==> config.mk <==
export PLATFORM = sky130hd
export DESIGN_NAME = lfo_multi
export DESIGN_NICKNAME = d
export VERILOG_FILES = /design/src/rtl/lfo_multi.sv
export SDC_FILE = /design/constraint.sdc
export NUM_CORES = 1
export LEC_CHECK = 0
export ABC_AREA = 1
export ABC_CLOCK_PERIOD_IN_PS = 5800
export CORE_ASPECT_RATIO = 0.8
export CORE_MARGIN = 2
export CORE_UTILIZATION = 60
export DETAILED_ROUTE_END_ITERATION = 7
export GPL_ROUTABILITY_DRIVEN = 1
export GPL_TIMING_DRIVEN = 1
export PLACE_DENSITY = 0.81
export RECOVER_POWER = 100
export SYNTH_ARGS = -nofsm -noshare
export SYNTH_HDL_FRONTEND = slang
export SYNTH_SLANG_ARGS = --single-unit
export TNS_END_PERCENT = 10
==> constraint.sdc <==
create_clock -name clk -period 5.8 [get_ports clk]
set_input_delay 0.58 -clock clk [delete_from_list [all_inputs] [get_ports clk]]
set_output_delay 0.58 -clock clk [all_outputs]
set_load 0.005 [all_outputs]
==> src/rtl/lfo_multi.sv <==
// Multi-shape LFO: phase accumulator with retrigger, triangle/saw/square/sample-and-hold
// waveforms from a free-running LFSR, and a registered depth-scaled output.
module lfo_multi #(
    parameter int OUT_WIDTH   = 10,
    parameter int PHASE_WIDTH = 24,
    parameter int RATE_WIDTH  = 16
) (
    input  logic                  clk,
    input  logic                  rst,
    input  logic [RATE_WIDTH-1:0] rate,
    input  logic [2:0]            shape,
    input  logic [7:0]            depth,
    input  logic                  retrigger,
    output logic [OUT_WIDTH-1:0]  out,
    output logic                  cycle_start
);

    localparam logic [2:0] SHAPE_SAW_UP   = 3'd1;
    localparam logic [2:0] SHAPE_SAW_DOWN = 3'd2;
    localparam logic [2:0] SHAPE_SQUARE   = 3'd3;
    localparam logic [2:0] SHAPE_SH       = 3'd4;

    logic [PHASE_WIDTH-1:0] phase;
    logic [PHASE_WIDTH:0]   sum;
    logic                   wrap;
    logic                   period_event;
    logic [15:0]            lfsr;
    logic [15:0]            lfsr_next;
    logic [OUT_WIDTH-1:0]   sh_src;
    logic [OUT_WIDTH-1:0]   sh_value;
    logic [OUT_WIDTH:0]     t;
    logic [OUT_WIDTH-1:0]   s;
    logic [OUT_WIDTH-1:0]   raw;
    logic [8:0]             depth_p1;
    logic [OUT_WIDTH-1:0]   out_next;

    // Carry-out of the accumulator add marks the end of an LFO period.
    assign sum          = {1'b0, phase} + {{(PHASE_WIDTH + 1 - RATE_WIDTH){1'b0}}, rate};
    assign wrap         = sum[PHASE_WIDTH];
    assign period_event = wrap | retrigger;

    assign lfsr_next = {1'b0, lfsr[15:1]} ^ (lfsr[0] ? 16'hB400 : 16'h0000);

    generate
        if (OUT_WIDTH <= 16) begin : g_sh_narrow
            assign sh_src = lfsr[15 -: OUT_WIDTH];
        end else begin : g_sh_wide
            assign sh_src = {lfsr, {(OUT_WIDTH - 16){1'b0}}};
        end
    endgenerate

    assign t = phase[PHASE_WIDTH-1 -: OUT_WIDTH+1];
    assign s = phase[PHASE_WIDTH-1 -: OUT_WIDTH];

    always_comb begin
        raw = '0;
        case (shape)
            SHAPE_SAW_UP:   raw = s;
            SHAPE_SAW_DOWN: raw = ~s;
            SHAPE_SQUARE:   raw = phase[PHASE_WIDTH-1] ? '0 : {OUT_WIDTH{1'b1}};
            SHAPE_SH:       raw = sh_value;
            default:        raw = t[OUT_WIDTH] ? ~t[OUT_WIDTH-1:0] : t[OUT_WIDTH-1:0];
        endcase
    end

    // depth+1 makes 255 a unity gain; the product never exceeds raw << 8.
    assign depth_p1 = {1'b0, depth} + 9'd1;
    assign out_next = OUT_WIDTH'(({9'd0, raw} * {{OUT_WIDTH{1'b0}}, depth_p1}) >> 8);

    always_ff @(posedge clk or posedge rst) begin
        if (rst) begin
            phase       <= '0;
            lfsr        <= 16'hACE1;
            sh_value    <= '0;
            out         <= '0;
            cycle_start <= 1'b0;
        end else begin
            phase       <= retrigger ? '0 : sum[PHASE_WIDTH-1:0];
            lfsr        <= lfsr_next;
            if (period_event) begin
                sh_value <= sh_src;
            end
            out         <= out_next;
            cycle_start <= period_event;
        end
    end

endmodule
### Word-level counts from Yosys, hierarchy flattened

Index checks and enable logic that the tools add are counted.

* register bits: 61
* input bits: 30
* output and inout bits: 11
* word-level logic and storage cells: 21

* add/sub/neg operators: 2
* $mul: 1
* eq/ne operators: 4
* mux-type cells: 5
* bitwise operators: 4

Operators by type and width (number)
* case mux 10 bit (4 select lines): 1
* adder 24 x 16 -> 25 bit: 1
* two-way mux 24 bit: 1
* two-way mux 10 bit: 2
* NOT 10 bit: 2
* multiplier 10 x 9 -> 18 bit: 1
* two-way mux 16 bit: 1
* XOR 15 x 16 -> 16 bit: 1
* adder 8 x 1 -> 9 bit (second input constant): 1
* == test 3 x 2 -> 1 bit (second input constant): 2
* == test 3 x 1 -> 1 bit (second input constant): 1
* == test 3 bit (second input constant): 1
* bitwise OR 1 bit: 1

### Depth between registers and ports, before layout

* depth after elaboration: 4
* mapped depth: 28
* mapped depth without buffers: 28

### Worst setup path before layout

OpenSTA, ideal clock, no wires.

* kind: input -> register
* from: input shape[1]
* to: register out[8]
* setup time: 0.116 ns
* arrival: 4.872 ns
* required time: 5.684 ns
* path slack: 0.811 ns
* stages on the path: 23
* path buffers: 1
* cells stage by stage: o21ai_0 -> nand2_2 -> inv_2 -> buf_6 -> nand3_1 -> nand2_1 -> inv_1 -> or2_2 -> fa_1 -> inv_1 -> fa_1 -> fa_1 -> inv_1 -> fa_1 -> inv_1 -> ha_1 -> a21o_1 -> a31oi_1 -> nor2_1 -> a211oi_1 -> nand2_1 -> nand2_1 -> nand2_1

* longest elaborated chain between the ends: 3
* elaborated cells on any way between the ends: 6
* those cells by class: 1 x mul; 4 x eq/ne; 1 x mux

RTL lines
* start: declaration: RTL line 11 `input logic [2:0] shape,`
* == test 3 bit, or another cell as far along: RTL line 57 `case (shape)`
* case mux 10 bit (4 select lines) *: RTL line 57
* multiplier 10 x 9 -> 18 bit *: RTL line 68 `assign out_next = OUT_WIDTH'(({9'd0, raw} * {{OUT_WIDTH{1'b0}}, depth_p1}) >> 8);`
* named net out_next[8]: RTL line 35 `logic [OUT_WIDTH-1:0] out_next;`
* end signal: assignment: RTL line 83 `out <= out_next;`
* end: declaration: RTL line 14 `output logic [OUT_WIDTH-1:0] out,`

The timed path passes the listed nets; every way through them passes the cells marked *.
A chain may end at the register's enable or synchronous reset.

### Worst setup path in the final report

* from: input shape[2]
* to: register out[9]

Same word-level chain as after synthesis.

==> impl_metrics.json <==
{
  "status": "finished, violations left",
  "violations": "max-capacitance violations, max-slew violations",
  "h-tree-depth": 3,
  "cts_hold_buf": 0,
  "layout_common_cells": "162 x nand2_1, 128 x inv_1, 107 x nor2_1",
  "vias": 5338,
  "area_delta_synth_final_pct": 16.9,
  "cp_top_family": "adder cells",
  "dieArea_um2": 11000,
  "grt_pass1_vias": 5381,
  "ys_types": 43,
  "wl_per_cell_um": 14.9,
  "path_class": "in -> reg",
  "worst_ep_arrival_time_ns": 5.73,
  "required_ns": 6.03,
  "io_buffers": 40,
  "synth_ff_type": "dfrtp_1",
  "core_um2": 9770,
  "initial_core_util_pct": 62.3,
  "drtIter0Drc": 509,
  "wirelength_mm": 14.9,
  "die_y_um": 94.1,
  "cts.sinks": 61,
  "cpPeakStageDelay_ns": 0.57,
  "cts_root_buf": "clkbuf_16",
  "synth-edff-count": 0,
  "ant_nets": 0,
  "grt_max_degree": 62,
  "layout.nets": 992,
  "report.final.slew_viol_count": 62,
  "rows": 32,
  "die_w_um": 117,
  "layout.area.seq_um2": 1540,
  "cp_max_fo": 7,
  "finalPower_mw": 2.72,
  "hpwlAfterDp_mm": 12.0,
  "hold_violations": 0,
  "cts_buffers": 9,
  "gp_congestion": 0.933,
  "io_pins": 41,
  "reg2reg_setup_slack_ns": 0.57,
  "maxSlewHeadroom_pct": -120,
  "fmax_ghz": 0.182,
  "ys_warn_count": 0,
  "worst_pin_slew_ns": 3.30,
  "p_leak_nw": 3.78,
  "grt_pass1_wl_mm": 25.3,
  "critPathSlowestCell": "clkdlybuf4s50_1",
  "tritoncts": "yes",
  "synthArstFlopShare_pct": 100,
  "crit_buf_inv": 8,
  "synth.cell_area_um2": 6090,
  "max-vdd-ir-drop_mv": 0.270,
  "hp-class": "reg -> reg",
  "max_cap_violations": 1,
  "timing.final.crit_period_ns": 5.50,
  "power_density_nw_per_um2": 382,
  "yosysSeqAreaShare_pct": 25.2,
  "fillers": 821,
  "cp-start-kind": "primary input",
  "fin_crit_sh_pct": 94.9,
  "clockBufferDepth": 2,
  "multiInputGateArea_um2": 4000,
  "layout_commonest_cell": "nand2_1",
  "remaining_drc_errors": 0,
  "insertion_delay_ns": 0.33,
  "skew_ns": 0.00497,
  "drive_gt1_share_pct": 8.37,
  "viasPerCell": 5.36,
  "gr-usage-all-layers_pct": 30.1,
  "worst_setup_path_end_kind": "flip-flop",
  "final_core_utilization_pct": 72.8,
  "grt_antenna_before_repair": 0,
  "grt_overflow": 0,
  "cts.reportedPaths.clkPinSlew_ns": 0.06,
  "setup_viol": 0,
  "synth_fp_nets": 921,
  "rsz0062_at_grt": "no",
  "final_cell_area_um2": 7120,
  "placed_area_um2": 6830,
  "synthCells": 784,
  "synth-seq-cells": 61,
  "antenna_cells": 0,
  "syn_area_per_cell_um2": 7.76,
  "firstDrtPassIters": 5
}
worst register-to-register path, delay by kind of cell, from the launching register on:
family	cells	cell delay [ns]
DFF	1	0.52
buffers and inverters	5	0.42
adders and majority gates	5	2.42
and+or+nand+nor	8	0.75
AOI/OAI and AO/OA	6	1.04
area by class of cell:
cell class | instances | share of cell area, %
multi-input cells | 578 | 56.2
well taps | 136 | 2.39
flip-flops and latches | 61 | 21.6
inverters | 134 | 7.10
clock buffers | 11 | 3.27
repair buffers | 71 | 8.88
clock inverters | 5 | 0.527
state kept, by name, summed over array words and instances (netlist names):
name / flops
cycle_start: 1
lfsr: 16
out: 10
phase: 24
sh_value: 10
power breakdown:
part           switching (mW)  leakage (nW)  internal (mW)
Combinational            1.02          2.87          0.663
Clock                   0.195         0.126          0.289
Sequential             0.0462         0.786          0.503
timing repair:
item | CTS | global route
setup buffers | 0 | 1
setup endpoints to repair | 0 | 7
gates resized for setup | 0 | 8
metal layers:
| metal | vias up | part of all wire (%) | GRT usage [%] |
|---|---|---|---|
| li1 | 2604 | - | - |
| met1 | 2514 | 47 | 46.1 |
| met2 | 208 | 42 | 42.0 |
| met3 | 12 | 10 | 8.97 |
| met4 | 0 | 0.75 | 6.37 |
| met5 | - | 0 | 0 |
cell usage after synthesis (9+ instances only):
| library cell | n | share of area (%) |
|---|---|---|
| a21oi_1 | 46 | 3.8 |
| dfrtp_1 | 53 | 22 |
| fa_1 | 56 | 18 |
| ha_1 | 51 | 10 |
| inv_1 | 131 | 8.1 |
| nand2_1 | 160 | 9.9 |
| nand2_2 | 9 | 0.93 |
| nand3_1 | 29 | 2.4 |
| nor2_1 | 108 | 6.7 |
| o21ai_0 | 38 | 3.1 |
| o21ai_1 | 9 | 0.74 |
| xor2_1 | 17 | 2.4 |
stage by stage:
stage	setup slack (ns)	TNS (ns)	hold slack, ns	cells
after floorplan	0.811	0	0.331	784
after global placement	0.0214	0	0.333	979
after detailed placement	-0.0916	-0.197	0.335	979
after CTS	0.261	0	0.345	995
after global routing	0.00824	0	0.367	996
final	0.297	0	0.343	996
worst paths after layout:
path | start | endpoint | cells past startpoint
worst max-delay path | shape[2] | out[9] | 27
worst min-delay path | lfsr[3] | lfsr[2] | 0
worst max register to register | phase[23] | out[9] | 24
worst min register to register | lfsr[3] | lfsr[2] | 0
max in group asynchronous | rst | phase[5] | 3
min in group asynchronous | rst | lfsr[9] | 3
logic make-up (layout without fill, tap and decap cells):
kind of cell / after synthesis / after routing / share of synthesized area, %
AOI/OAI and AO/OA: 118 / 118 / 10.8
buffers and inverters: 145 / 221 / 9.15
DFF: 61 / 61 / 25.2
and+or+nand+nor: 328 / 328 / 22.3
xor gates and xnor gates: 25 / 25 / 3.60
adders and majority gates: 107 / 107 / 28.9
Power figures use the tool's default switching activity.
